$ cat src/rtl/uart_rx_pkg.sv
// Shared UART definitions: FSM state codes, legal prescale ratios, default word width.
// Latency: n/a (constants only).
// Backpressure: n/a.
package uart_rx_pkg;

    localparam int UART_WIDTH = 8;

    localparam logic [2:0] IDLE   = 3'd0;
    localparam logic [2:0] START  = 3'd1;
    localparam logic [2:0] DATA   = 3'd2;
    localparam logic [2:0] PARITY = 3'd3;
    localparam logic [2:0] STOP   = 3'd4;

    localparam int PRESCALE_8  = 8;
    localparam int PRESCALE_16 = 16;
    localparam int PRESCALE_32 = 32;

endpackage

$ cat src/rtl/uart_rx_sampler.sv
// Line synchronizer, per-bit edge counter and 3-sample majority vote.
// Latency: 2 clocks line-to-rx_s; bit_value resolves at edge count P/2+1.
// Backpressure: none; free-running while run is high.
module uart_rx_sampler
    import uart_rx_pkg::*;
#(
    parameter int PRESCALE_W = 6
) (
    input  logic                  CLK,
    input  logic                  RST,
    input  logic                  RX_IN,
    input  logic                  run,
    input  logic [PRESCALE_W-1:0] prescale,
    output logic                  rx_s,
    output logic                  bit_value,
    output logic                  sample_done,
    output logic                  bit_end
);

    localparam logic [PRESCALE_W-1:0] ONE = PRESCALE_W'(1);

    logic                  sync_q1;
    logic                  sync_q2;
    logic [PRESCALE_W-1:0] edge_cnt;
    logic [PRESCALE_W-1:0] half;
    logic                  samp_a;
    logic                  samp_b;

    always_ff @(posedge CLK) begin
        if (RST) begin
            sync_q1 <= 1'b1;
            sync_q2 <= 1'b1;
        end else begin
            sync_q1 <= RX_IN;
            sync_q2 <= sync_q1;
        end
    end

    assign rx_s = sync_q2;
    assign half = {1'b0, prescale[PRESCALE_W-1:1]};

    assign bit_end     = run && (edge_cnt == prescale - ONE);
    assign sample_done = run && (edge_cnt == half + ONE);

    // Counter sits at 0 while idle so the first START cycle is count 0.
    always_ff @(posedge CLK) begin
        if (RST || !run) begin
            edge_cnt <= '0;
        end else if (bit_end) begin
            edge_cnt <= '0;
        end else begin
            edge_cnt <= edge_cnt + ONE;
        end
    end

    always_ff @(posedge CLK) begin
        if (RST) begin
            samp_a <= 1'b1;
            samp_b <= 1'b1;
        end else begin
            if (run && edge_cnt == half - ONE) begin
                samp_a <= rx_s;
            end
            if (run && edge_cnt == half) begin
                samp_b <= rx_s;
            end
        end
    end

    // Third vote is the live sample at count P/2+1.
    assign bit_value = (samp_a & samp_b) | (samp_a & rx_s) | (samp_b & rx_s);

endmodule

$ cat src/rtl/uart_rx.sv
// UART receiver: frame FSM, shift register, parity check, strobes; UART_RX_ERR_CNT_EN adds error counters.
// Latency: data_valid 1 clock after the stop-bit majority decision (3 clocks after sync input).
// Backpressure: none; strobes are single-cycle and cannot be stalled.
module uart_rx
    import uart_rx_pkg::*;
#(
    parameter int WIDTH      = UART_WIDTH,
    parameter int PRESCALE_W = 6
) (
    input  logic                  CLK,
    input  logic                  RST,
    input  logic                  RX_IN,
    input  logic [PRESCALE_W-1:0] prescale,
    input  logic                  parity_enable,
    input  logic                  parity_type,
    output logic [WIDTH-1:0]      P_DATA,
    output logic                  data_valid,
    output logic                  parity_error,
    output logic                  stop_error,
    output logic                  busy
`ifdef UART_RX_ERR_CNT_EN
    ,
    output logic [7:0]            par_err_cnt,
    output logic [7:0]            stop_err_cnt
`endif
);

    localparam int             BCW      = (WIDTH > 1) ? $clog2(WIDTH) : 1;
    localparam logic [BCW-1:0] BIT_LAST = BCW'(WIDTH - 1);

    logic [2:0]            state;
    logic [BCW-1:0]        bit_cnt;
    logic [WIDTH-1:0]      shreg;
    logic [PRESCALE_W-1:0] ps_q;
    logic [PRESCALE_W-1:0] ps_legal;
    logic                  par_en_q;
    logic                  par_type_q;
    logic                  par_err;
    logic                  rx_s;
    logic                  bit_value;
    logic                  sample_done;
    logic                  bit_end;

    always_comb begin
        ps_legal = PRESCALE_W'(PRESCALE_8);
        if (prescale == PRESCALE_W'(PRESCALE_16) || prescale == PRESCALE_W'(PRESCALE_32)) begin
            ps_legal = prescale;
        end
    end

    uart_rx_sampler #(
        .PRESCALE_W (PRESCALE_W)
    ) u_sampler (
        .CLK         (CLK),
        .RST         (RST),
        .RX_IN       (RX_IN),
        .run         (busy),
        .prescale    (ps_q),
        .rx_s        (rx_s),
        .bit_value   (bit_value),
        .sample_done (sample_done),
        .bit_end     (bit_end)
    );

    assign busy = (state != IDLE);

    always_ff @(posedge CLK) begin
        if (RST) begin
            state        <= IDLE;
            bit_cnt      <= '0;
            shreg        <= '0;
            ps_q         <= PRESCALE_W'(PRESCALE_8);
            par_en_q     <= 1'b0;
            par_type_q   <= 1'b0;
            par_err      <= 1'b0;
            P_DATA       <= '0;
            data_valid   <= 1'b0;
            parity_error <= 1'b0;
            stop_error   <= 1'b0;
        end else begin
            data_valid   <= 1'b0;
            parity_error <= 1'b0;
            stop_error   <= 1'b0;
            case (state)
                IDLE: begin
                    if (!rx_s) begin
                        state      <= START;
                        ps_q       <= ps_legal;
                        par_en_q   <= parity_enable;
                        par_type_q <= parity_type;
                        par_err    <= 1'b0;
                        bit_cnt    <= '0;
                    end
                end
                START: begin
                    if (sample_done && bit_value) begin
                        state <= IDLE;
                    end else if (bit_end) begin
                        state <= DATA;
                    end
                end
                DATA: begin
                    if (sample_done) begin
                        shreg <= {bit_value, shreg[WIDTH-1:1]};
                    end
                    if (bit_end) begin
                        if (bit_cnt == BIT_LAST) begin
                            bit_cnt <= '0;
                            state   <= par_en_q ? PARITY : STOP;
                        end else begin
                            bit_cnt <= bit_cnt + BCW'(1);
                        end
                    end
                end
                PARITY: begin
                    if (sample_done) begin
                        par_err <= (bit_value != ((^shreg) ^ par_type_q));
                    end
                    if (bit_end) begin
                        state <= STOP;
                    end
                end
                STOP: begin
                    // Leave at mid-stop so a back-to-back start edge is caught.
                    if (sample_done) begin
                        state        <= IDLE;
                        stop_error   <= ~bit_value;
                        parity_error <= bit_value & par_err;
                        data_valid   <= bit_value & ~par_err;
                        if (bit_value && !par_err) begin
                            P_DATA <= shreg;
                        end
                    end
                end
                default: begin
                    state <= IDLE;
                end
            endcase
        end
    end

`ifdef UART_RX_ERR_CNT_EN
    always_ff @(posedge CLK) begin
        if (RST) begin
            par_err_cnt  <= 8'd0;
            stop_err_cnt <= 8'd0;
        end else begin
            if (parity_error && par_err_cnt != 8'hFF) begin
                par_err_cnt <= par_err_cnt + 8'd1;
            end
            if (stop_error && stop_err_cnt != 8'hFF) begin
                stop_err_cnt <= stop_err_cnt + 8'd1;
            end
        end
    end
`endif

endmodule

$ cat config.mk
export PLATFORM = sky130hd
export DESIGN_NAME = uart_rx
export DESIGN_NICKNAME = d
export VERILOG_FILES = /design/src/rtl/uart_rx_pkg.sv /design/src/rtl/uart_rx_sampler.sv /design/src/rtl/uart_rx.sv
export SDC_FILE = /design/constraint.sdc
export NUM_CORES = 1
export LEC_CHECK = 0
export ABC_AREA = 1
export CORE_UTILIZATION = 45
export DETAILED_ROUTE_END_ITERATION = 12
export PLACE_DENSITY = 0.65
export SLEW_MARGIN = 20
export SYNTH_ARGS = -nofsm -noshare
export SYNTH_HDL_FRONTEND = slang
export SYNTH_SLANG_ARGS = --single-unit
$ cat constraint.sdc
create_clock -name CLK -period 2.75 [get_ports CLK]
set_input_delay 0.55 -clock CLK [delete_from_list [all_inputs] [get_ports CLK]]
set_output_delay 0.55 -clock CLK [all_outputs]
set_load 0.1 [all_outputs]
[Word level (Yosys, flattened, before mapping)]
Index checks and enable logic that the tools add are counted.
Cells by class
  add/subtract/negate cells: 5
  $mul: 0
  divide/modulo/power cells: 0
  order comparisons: 0
  equality and inequality tests: 19
  shift-type cells: 0
  muxes and demuxes: 17
  bitwise operators: 13
  reduce and logical (&&, ||, !) cells: 23
Operator list (number)
  3-bit 2-to-1 mux: 11
  6-bit equality test: 3
  3-bit one-hot mux with 5 select lines: 1
  2-bit != test (second input constant): 6
  3-bit AND reduction: 3
  8-bit XOR reduction: 1
  5-bit by 1-bit adder with 6-bit output (second input constant): 1
  6-bit by 1-bit adder with 6-bit output (second input constant): 1
  3-bit by 2-bit equality test with 1-bit output (second input constant): 2
  3-bit equality test (second input constant): 2
  6-bit by 5-bit equality test with 1-bit output: 1
  6-bit by 5-bit equality test with 1-bit output (second input constant): 1
  6-bit equality test (second input constant): 1
  1-bit logical AND: 6
  6-bit 2-to-1 mux: 1
  3-bit one-hot mux with 2 select lines: 1
  6-bit AND reduction: 1
  5-bit by 1-bit subtractor with 6-bit output (second input constant): 1
  6-bit by 1-bit subtractor with 6-bit output (second input constant): 1
  1-bit bitwise AND: 5
  1-bit inverter: 5
  2-bit AND reduction: 2
  2-bit nonzero test: 2
  3-bit by 1-bit adder with 3-bit output (second input constant): 1
  13 further kinds: 17
Word-level totals
  flip-flop bits (word level): 44
  latch bits: 0
  RAM bits: 0
  memory bits (read-only): 0
  input bits: 11
  logic and storage cells: 93
  memories kept: 0

[Logic depth before layout (Yosys ltp)]
  word-level depth: 6
  mapped depth: 15
  mapped depth without buffers: 15

[Hierarchy]
A second synthesis with hierarchy kept.
Unflattened totals
  cell total of the unflattened synthesis: 373
  area, all modules: 2502.4 um2
By module, submodules not included
  uart_rx: times used 1, cells an instance 206, area an instance 1576.5 um2, seq. area each 680.7 um2
  uart_rx_sampler: times used 1, cells an instance 167, area an instance 925.9 um2, seq. area each 200.2 um2

[Worst setup path before layout]
No wires, ideal clock.
  path kind: register to register
  from: register ps_q[2]
  to: register shreg[7]
  setup time: 128 ps
  arrival: 1744 ps
  data required time: 2622 ps
  path slack: 879 ps
  cell stages (with the launch flop): 13
  path buffers: 0
  path through: dfxtp_1 > inv_1 > ha_1 > inv_1 > nand2_1 > nand2_1 > nand3_2 > nor2_2 > nand3_2 > nor2_4 > inv_2 > a22oi_2 > nor2_1
Between the ends
  longest elaborated chain between the ends: 4
Ends and longest elaborated chain
  start, declared: RTL line uart_rx.sv:34  | logic [PRESCALE_W-1:0] ps_q;
  start signal, assigned: RTL line uart_rx.sv:72  | ps_q <= PRESCALE_W'(PRESCALE_8);
  start signal, assigned: RTL line uart_rx.sv:88  | ps_q <= ps_legal;
  5-bit by 1-bit adder with 6-bit output: RTL line uart_rx_sampler.sv:43  | assign sample_done = run && (edge_cnt == half + ONE);
  6-bit equality test: RTL line uart_rx_sampler.sv:43
  1-bit logical AND: RTL line uart_rx_sampler.sv:43
  2-bit AND reduction (no source line)
  end signal, assigned: RTL line uart_rx.sv:104  | shreg <= {bit_value, shreg[WIDTH-1:1]};
  end, declared: RTL line uart_rx.sv:33  | logic [WIDTH-1:0] shreg;
Every way passes these cells.
A chain may end at the register's enable or synchronous reset.

[Worst setup path after layout]
  from: register ps_q[2]
  to: register P_DATA[3]
Between the ends
  longest elaborated chain between the ends: 4
Ends and longest elaborated chain
  5-bit by 1-bit adder with 6-bit output: RTL line uart_rx_sampler.sv:43
  6-bit equality test: RTL line uart_rx_sampler.sv:43
  1-bit logical AND: RTL line uart_rx_sampler.sv:43
  3-bit AND reduction (no source line)
  end signal, assigned: RTL line uart_rx.sv:131  | P_DATA <= shreg;
  end, declared: RTL line uart_rx.sv:16  | output logic [WIDTH-1:0] P_DATA,
Every way passes these cells.

==> metrics.txt <==
Reg clk slew, reported paths 0.09 ns; drt drc 0; first-pass GRT wire length 8.91 mm; leakage 1.25 nW; Seq/Total Area, Yosys 36.2%; CP arrival 2.38 ns; Iteration-0 DRC Markers 114; CTS Sinks 44; max-capacitance violation count 0; Final Hold Vio Count 0; ant diodes 0; Clock Root Buffer clkbuf_8; Setup TNS 0 ns; drt total wl 5.30 mm; design area 2760 um^2; CTS Buffer Depth 2; gr usage total 20.7%; Yosys Warn Count 0; Worst Max-Slew Pin Slew 0.452 ns; CP Launch Type register; Clk Latency, worst-skew pair 0.30 ns; critical path startpoint ps_q[2]; Fmax achieved 458 MHz; status complete, no violations; CTS tree yes; Hold Path Class reg2reg; peak supply drop 521 uV; routed via count 2,202; Die Wd 75.5 um; critical path class reg2reg; fillcell total 543; Worst Skew 0.00968 ns; Die Ht 75.5 um; Final ANT Viol Nets 0; setup repair bufs after CTS 0; reg-to-reg endpoint P_DATA[3]; EDFF count, synth 0; multi-input logic area 1330 um^2; Worst Min Path Start u_sampler.sync_q1; synth unique cells 36; most frequent cells in the layout nand2_1 (72), nor2_1 (50), dfxtp_1 (44); CP Data Required Time 2.94 ns; Cell Pwr Density 655 nW/um^2; cts bufs inserted 5; largest net degree at the start of global routing 20; Syn Nets 366; period utilization 79.4%; R2R Setup Slk 0.57 ns; core area 5140 um^2; die area 5700 um^2; ys async rst share 0%; remaining global-route overflow 0; hold path cells 1; Resize count post-CTS 0; element type at the critical path end register; drt wl/cell 12.0 um; GPL Wtd Cong 0.857; H-Tree Depth 2; first drt pass iteration count 5; Layout area overhead 13.7%; vias per cell 4.98; Avg Synthesized Cell Area 6.99 um^2; max_slew headroom 69.8%; commonest non-fill, non-tap cell in the layout nand2_1; initial antenna violation count 0; Sequential cell area 881 um^2; Tmin final 2.18 ns; initial core utilization 47.3%; Worst R2R Path Depth 12; DP Area 2680 um^2; number of synthesized register bits 44; Min-Delay Endpoint u_sampler.rx_s; PortBufs 22; Setup WS post-layout 0.566 ns; Post-Place Setup Slack 0.585 ns; Max Fanout on Critical Path 10; share of layout cells above drive strength 1 13.2%; # rows 26; endpoints failing setup 0; Final Slew Violations 0; IO Count 23; unrepaired setup endpoints after global routing no; vias in the first global route 2,018; post-DP HPWL 4.03 mm; Post-CTS Hold Buffers 0; top_reg_cell synth dfxtp_1; final net count 389; Syn Inst Count 348; R2R Path Start ps_q[2]; mapped cell area 2430 um^2
==> how the worst max path moves through the flow <==
stage | end | slack, ns | cells past startpoint
2_1_floorplan | shreg[7] | 0.88 | 12
4_1_cts | P_DATA[3] | 0.57 | 12
5_1_grt | P_DATA[6] | 0.37 | 12
6_report | P_DATA[3] | 0.57 | 12
3_3_place_gp | P_DATA[4] | 0.57 | 12
3_5_place_dp | P_DATA[7] | 0.58 | 12
==> critical path, cell delays in order, from the launching register on <==
cell,delay [ns]
dfxtp_1,0.49
inv_1,0.16
ha_1,0.32
inv_1,0.06
nand2_1,0.06
nand2_1,0.09
nand3_2,0.08
nor2_2,0.17
nand4_4,0.17
inv_4,0.15
nand2_2,0.14
nor2_1,0.13
nor3_1,0.06
==> power breakdown <==
part | leakage (nW) | switching (mW) | total (mW) | internal, mW
registers | 0.356 | 0.0499 | 0.728 | 0.678
clock network | 0.0414 | 0.220 | 0.401 | 0.181
logic | 0.849 | 0.482 | 0.680 | 0.198
total | 1.25 | 0.752 | 1.81 | 1.06
==> sequential cells by signal, summed over array words and instances, names as in the netlist, 3 cells and up <==
register and flops:
ps_q 6, u_sampler.edge_cnt 6, shreg 8, P_DATA 8, state 3, bit_cnt 3
==> synth_stat cells, types with 2 or more instances <==
library cell	n	area, um^2
nor3_1	10	50.1
nand3_1	23	115
nor4_1	2	12.5
nor2_2	4	25.0
ha_1	7	87.6
nand3_2	3	30.0
inv_2	5	18.8
clkbuf_1	5	18.8
a21oi_1	23	115
buf_6	2	22.5
dfxtp_1	44	881
nor2_4	2	22.5
a211oi_1	2	15.0
nand4_1	4	25.0
xnor2_1	9	78.8
nor2_1	50	188
nor3b_1	2	15.0
o21ai_0	14	70.1
nand2_1	72	270
or2_2	3	18.8
nand2_2	4	25.0
xor2_1	8	70.1
inv_1	37	139
==> per-layer routing <==
metal	wire [um]	global-route usage [%]	up-vias
met5	0	0	-
met4	85	9.05	0
met1	2460	25.0	996
met2	2590	35.7	37
li1	-	-	1160
met3	169	4.37	9
==> cells by family after synthesis <==
family                     share of synthesized area, %
and+or+nand+nor                                    34.1
buffers and inverters                              8.96
AOI/OAI and AO/OA                                  11.0
DFF                                                36.2
xor gates and xnor gates                           6.12
adders and majority gates                          3.60
==> area by class of cell <==
| cell class | count | share of cell area (%) |
|---|---|---|
| tap | 70 | 3.17 |
| clock inverter | 2 | 0.589 |
| timing repair buffer | 24 | 7.42 |
| sequential | 44 | 31.9 |
| multi-input combinational | 252 | 48.2 |
| inverter | 44 | 6.11 |
| clock buffer | 6 | 2.63 |
==> through the flow <==
step | instances | utilization, % | power (mW) | hold WS, ns
2_1_floorplan | 348 | - | 1.27 | 0.389
3_3_place_gp | 434 | 52.0 | 1.43 | 0.397
3_5_place_dp | 434 | 52.0 | 1.42 | 0.400
4_1_cts | 442 | 53.8 | 1.83 | 0.428
5_1_grt | 442 | 53.8 | 1.95 | 0.453
6_report | 442 | 53.8 | 1.81 | 0.426
Power figures use the tool's default switching activity.
==> patch 1 (same flow settings) <==
The option `UART_RX_ERR_CNT_EN` is turned on by a define.
--- a/src/rtl/uart_rx.sv
+++ b/src/rtl/uart_rx.sv
@@ -1,6 +1,8 @@
 // UART receiver: frame FSM, shift register, parity check, strobes; UART_RX_ERR_CNT_EN adds error counters.
 // Latency: data_valid 1 clock after the stop-bit majority decision (3 clocks after sync input).
 // Backpressure: none; strobes are single-cycle and cannot be stalled.
+`define UART_RX_ERR_CNT_EN
+
 module uart_rx
     import uart_rx_pkg::*;
 #(
Function (old outputs only; new: par_err_cnt and stop_err_cnt): kept (equiv_simple and equiv_induct, registers matched by name and starting in step).
==> patch 1 against the original RTL <==
Core utilization rose by 3.4 points. Critical path depth did not move. Maximum frequency rose by 8.3%. Worst setup slack improved by 170 ps. Sequential cell count rose by 16. Combinational power fell by 40%. Clock power rose by 120%. Final area rose by 35%. Clock skew fell by 0.62 ps. Synthesized area rose by 28%. Power rose by 23%. Sequential power rose by 29%. Routed wire length rose by 24%. Final cell count rose by 27%.
==> patch 1: results (changes against the original RTL) <==
| Metric | Value |
|---|---|
| Status | `finished, final reports clean (unchanged)` |
| Final min period | `2017 ps (was 2184 ps)` |
| CTS Buf Count | `9 (was 5)` |
| PortBufs | `38 (was 22)` |
| Delay-heaviest family, CP | `simple AND/OR/NAND/NOR gates (unchanged)` |
| Fin. max-slew vios | `0 (unchanged)` |
| Cell Count Post-Placement | `545 (was 434)` |
| Worst Hold Path EP | `u_sampler.rx_s (unchanged)` |
| DPL Wire Length | `4863 µm (was 4029 µm)` |
| Lkg Pwr | `1.671 nW (was 1.246 nW)` |
| WHS Path Cells | `1 (unchanged)` |
| CTS H-tree depth | `3 (was 2)` |
| Synthesized area per cell | `7.179 µm² (was 6.986 µm²)` |
| Gate power share | `0.183 (was 0.376)` |
| Async SR Flop Fraction | `0 (unchanged)` |
| Total number of vias | `2789 (was 2202)` |
| Vias in the first global route | `2651 (was 2018)` |
| Worst R2R End | `P_DATA[6] (was P_DATA[3])` |
| Pre-Repair DR Iteration Count | `4 (was 5)` |
| Switching share of power | `0.2908 (was 0.4159)` |
| M2 GR Usage | `0.3248 (was 0.3571)` |
| Fillers | `656 (was 543)` |
| Clock latency at the later pin of the worst-skew pair | `330 ps (was 300 ps)` |
| Worst-margin pin slew | `605.4 ps (was 452.4 ps)` |
| Post-synth EDFFs | `0 (unchanged)` |
| Syn Nets | `455 (was 366)` |
| R2r setup slk | `730 ps (was 570 ps)` |
| Post-synth cell types | `38 (was 36)` |
| Max IR drop VDD | `303.3 µV (was 520.7 µV)` |
| Area contributors post-synth | `dfxtp_1, nand2_1, inv_1 (was dfxtp_1, nand2_1, nor2_1)` |
| Clock slew at reported path FFs | `70 ps (was 90 ps)` |
| Global-route wire length before repair | `11350 µm (was 8907 µm)` |
| DRC violations left | `0 (unchanged)` |
| Antenna violations before repair | `0 (unchanged)` |
| Reg2reg path depth | `12 (unchanged)` |
| Met3 usage | `0.03988 (was 0.04365)` |
| GR peak layer | `met2 (unchanged)` |
| Worst slack at placement | `753.8 ps (was 584.9 ps)` |
| Layout cells sized above 1 | `0.1511 (was 0.1317)` |
| Top cells by count, synth | `nand2_1, dfxtp_1, inv_1 (was nand2_1, nor2_1, dfxtp_1)` |
| Worst hold margin | `429.5 ps (was 426.3 ps)` |
| Post-DP Area | `3513 µm² (was 2675 µm²)` |
| Seq/Total Area, Yosys | `0.3846 (was 0.3623)` |
| Internal power | `1.580 mW (was 1.057 mW)` |
| GRT Util Overall | `0.1949 (was 0.2074)` |
| Routed wire per std cell | `11.76 µm (was 11.99 µm)` |
| Clk_skew | `9.057 ps (was 9.678 ps)` |
| Clock share of power | `0.394 (was 0.222)` |
| Met1 Use GR | `0.2471 (was 0.2498)` |
| Routability cong. | `0.9157 (was 0.8571)` |
| Largest net degree at the start of global routing | `25 (was 20)` |
| Vias/cell | `4.980 (was 4.982)` |
| Most used DFF post-synth | `dfxtp_1 (unchanged)` |
| 1st-iter DRT viols | `93 (was 114)` |
| Nets@finish | `499 (was 389)` |
| Max FO, Critical Path | `8 (was 10)` |
| CP max stage delay | `450 ps (was 490 ps)` |
[patch 1: cell count changes in the layout (fill, tap and decap cells not counted), sizes merged, moves of 3 or more]
cell | before | now
buf | 14 | 32
nand4 | 5 | 10
nor2 | 56 | 50
o21ai | 16 | 37
dfxtp | 44 | 60
nor3 | 10 | 4
nand3 | 26 | 30
nand2 | 77 | 88
inv | 43 | 64
nor4 | 2 | 5
clkbuf | 6 | 11
a21oi | 24 | 38
[patch 1: routing by layer]
layer  vias up  routed length, µm  share of wire
met5         -                  0              0
met4         0                 97          0.015
met3         9                296          0.045
met2        60               2876           0.44
met1      1223               3316           0.50
li1       1497                  -              -
[patch 1: worst max-delay path by stage]
stage	start	endpoint	cells after the start
2_1_floorplan	par_err_cnt[0]	par_err_cnt[4]	9
3_3_place_gp	ps_q[2]	P_DATA[7]	12
3_5_place_dp	ps_q[2]	P_DATA[3]	12
4_1_cts	ps_q[2]	P_DATA[6]	12
5_1_grt	ps_q[2]	shreg[3]	12
6_report	ps_q[2]	P_DATA[6]	12
[patch 1: layout make-up]
type	count	area, µm²	area share
clock buffer	11	151.4	0.04051
tap	77	96.34	0.02578
multi-input combinational	300	1622	0.4339
sequential	60	1201	0.3214
timing repair buffer	42	340.3	0.09106
clock inverter	4	72.57	0.01942
inverter	66	254.0	0.06796
[patch 1: cell families (layout without fill, tap and decap cells)]
kind of cell	after synthesis	count (layout)	synth area share
fa+ha+maj	10	10	0.03926
buf+inv	75	123	0.09615
compound gates	81	81	0.1390
xor+xnor	17	17	0.04768
simple gates	192	192	0.2933
flops	60	60	0.3846
==> patch 2 (config.mk and constraints unchanged) <==
Made on the original files. Register the output `P_DATA` once more, with the module's reset; this adds one clock of latency there. The other outputs are not delayed to match.
--- a/src/rtl/uart_rx.sv
+++ b/src/rtl/uart_rx.sv
@@ -27,6 +27,8 @@
 
     localparam int             BCW      = (WIDTH > 1) ? $clog2(WIDTH) : 1;
     localparam logic [BCW-1:0] BIT_LAST = BCW'(WIDTH - 1);
+
+    logic [WIDTH-1:0] P_DATA_s0;
 
     logic [2:0]            state;
     logic [BCW-1:0]        bit_cnt;
@@ -73,7 +75,7 @@
             par_en_q     <= 1'b0;
             par_type_q   <= 1'b0;
             par_err      <= 1'b0;
-            P_DATA       <= '0;
+            P_DATA_s0    <= '0;
             data_valid   <= 1'b0;
             parity_error <= 1'b0;
             stop_error   <= 1'b0;
@@ -128,7 +130,7 @@
                         parity_error <= bit_value & par_err;
                         data_valid   <= bit_value & ~par_err;
                         if (bit_value && !par_err) begin
-                            P_DATA <= shreg;
+                            P_DATA_s0 <= shreg;
                         end
                     end
                 end
@@ -155,5 +157,13 @@
     end
 `endif
 
+    always_ff @(posedge CLK) begin
+        if (RST) begin
+            P_DATA <= '0;
+        end else begin
+            P_DATA <= P_DATA_s0;
+        end
+    end
+
 endmodule
 
Behaviour: no difference found for any inputs over 10 cycles, from zero or initial values and one cycle with RST high; that may be too few to reach the edited logic, so the function may still have changed.
==> patch 2 against the original RTL <==
Non-clock buffer count rose by 1. Sequential cell count rose by 8. Routed wire length rose by 2.7%. Largest power group unchanged. Die area rose by 7.3%. Worst setup slack improved by 6.5 ps. Power fell by 4.8%. Synthesized area rose by 7.5%. Final area rose by 7.9%.
==> patch 2: results (changes against the original RTL) <==
| Metric | Value |
|---|---|
| Worst Hold Path EP | `u_sampler.rx_s (unchanged)` |
| GRT Util Overall | `0.1842 (was 0.2074)` |
| CP max stage delay | `460 ps (was 490 ps)` |
| Largest net degree at the start of global routing | `18 (was 20)` |
| 1st-iter DRT viols | `121 (was 114)` |
| Synth Warn # | `0 (unchanged)` |
| Maximum clock path buffer count | `2 (unchanged)` |
| Lkg Pwr | `1.293 nW (was 1.246 nW)` |
| Layout Cells excl Fill | `455 (was 442)` |
| Drt total wl | `5442 µm (was 5301 µm)` |
| Antenna cells | `0 (unchanged)` |
| FMAX | `459.2 MHz (was 457.8 MHz)` |
| Post-Synth Adder-Cell Area | `0.03352 (was 0.03603)` |
| Antenna violations before repair | `0 (unchanged)` |
| CP startpoint | `ps_q[1] (was ps_q[2])` |
| Clk root buf | `clkbuf_8 (unchanged)` |
| Worst R2R End | `P_DATA_s0[6] (was P_DATA[3])` |
| Pre-Repair DR Iteration Count | `4 (was 5)` |
| Xor and xnor area share after synthesis | `0.05987 (was 0.06125)` |
| Syn Nets | `377 (was 366)` |
| Worst slack at placement | `626.2 ps (was 584.9 ps)` |
| Vias/cell | `4.879 (was 4.982)` |
| Worst-margin pin slew | `512.3 ps (was 452.4 ps)` |
| Global-route wire length before repair | `8783 µm (was 8907 µm)` |
| Area contributors post-synth | `dfxtp_1, nand2_1, inv_1 (was dfxtp_1, nand2_1, nor2_1)` |
| Status | `finished, final reports clean (unchanged)` |
| DPL Wire Length | `4042 µm (was 4029 µm)` |
| Critical path class | `reg2reg (unchanged)` |
| Vias in the first global route | `1944 (was 2018)` |
| HP Class | `reg2reg (unchanged)` |
| Layout cells sized above 1 | `0.1436 (was 0.1317)` |
| Nets@finish | `400 (was 389)` |
| R2r setup slk | `570 ps` |
| Reg2reg path depth | `10 (was 12)` |
| Seq/Total Area, Yosys | `0.3985 (was 0.3623)` |
| Fillers | `553 (was 543)` |
| Max IR drop VDD | `379.5 µV (was 520.7 µV)` |
| Max FO, Critical Path | `13 (was 10)` |
| Post-synthesis compound-gate area fraction | `0.1140 (was 0.1096)` |
| Top cells by count, synth | `nand2_1, dfxtp_1, inv_1 (was nand2_1, nor2_1, dfxtp_1)` |
| Cell Count Post-Placement | `447 (was 434)` |
| Top Registers | `P_DATA (8), P_DATA_s0 (8), shreg (8) (was P_DATA (8), shreg (8))` |
| CP max stage cell | `dfxtp_1 (unchanged)` |
| Clk_skew | `7.000 ps (was 9.678 ps)` |
| Routability cong. | `0.8744 (was 0.8571)` |
| PortBufs | `22 (unchanged)` |
| Post-synth cell types | `40 (was 36)` |
| Syn Inst Count | `359 (was 348)` |
| WHS Path Cells | `1 (unchanged)` |
| Clock latency at the later pin of the worst-skew pair | `310 ps` |
[patch 2: cell count changes in the layout (fill, tap and decap cells not counted), sizes merged, moves of 5 or more]
cell,change
nor2,-20
nand2,+13
inv,+11
dfxtp,+8
nand3,-5
nor3,-5
[patch 2: through the flow]
stage / power [mW] / instance area (µm²) / hold slack [ps] / util
after floorplan: 1.107 / 2613 / 389.5 / -
after global placement: 1.190 / 2867 / 401.1 / 0.5174
after detailed placement: 1.194 / 2867 / 395.2 / 0.5174
after CTS: 1.737 / 2982 / 417.3 / 0.5382
after global routing: 1.807 / 2982 / 439.9 / 0.5382
final: 1.723 / 2982 / 416.4 / 0.5382
[patch 2: cell families after synthesis]
kind of cell	Yosys count
AO/OA/AOI/OAI	53
flip-flops	52
AND/OR/NAND/NOR	167
XOR/XNOR	17
adder cells (fa/ha/maj)	7
buffers and inverters	63
[patch 2: routing by layer]
layer | GRT usage | vias to the layer above | wire length, µm | share of wire
met4 | 0.05926 | 0 | 75 | 0.014
li1 | - | 1186 | - | -
met1 | 0.2364 | 995 | 2724 | 0.50
met5 | 0 | - | 0 | 0
met3 | 0.04186 | 7 | 181 | 0.033
met2 | 0.3053 | 32 | 2461 | 0.45
[patch 2: report_power, final]
group	internal, mW	total, mW	switching (mW)
registers	0.779	0.813	0.0343
logic	0.108	0.362	0.255
clock network	0.275	0.547	0.273
total	1.16	1.72	0.562
[patch 2: area by class of cell]
cell class / count / area, µm² / share of cell area
Sequential cell: 52 / 1041 / 0.3491
Inverter: 54 / 203.9 / 0.06840
Multi-Input combinational cell: 244 / 1319 / 0.4423
Tap cell: 72 / 90.09 / 0.03021
Timing Repair Buffer: 25 / 212.7 / 0.07134
Clock inverter: 3 / 46.29 / 0.01553
Clock buffer: 5 / 68.82 / 0.02308
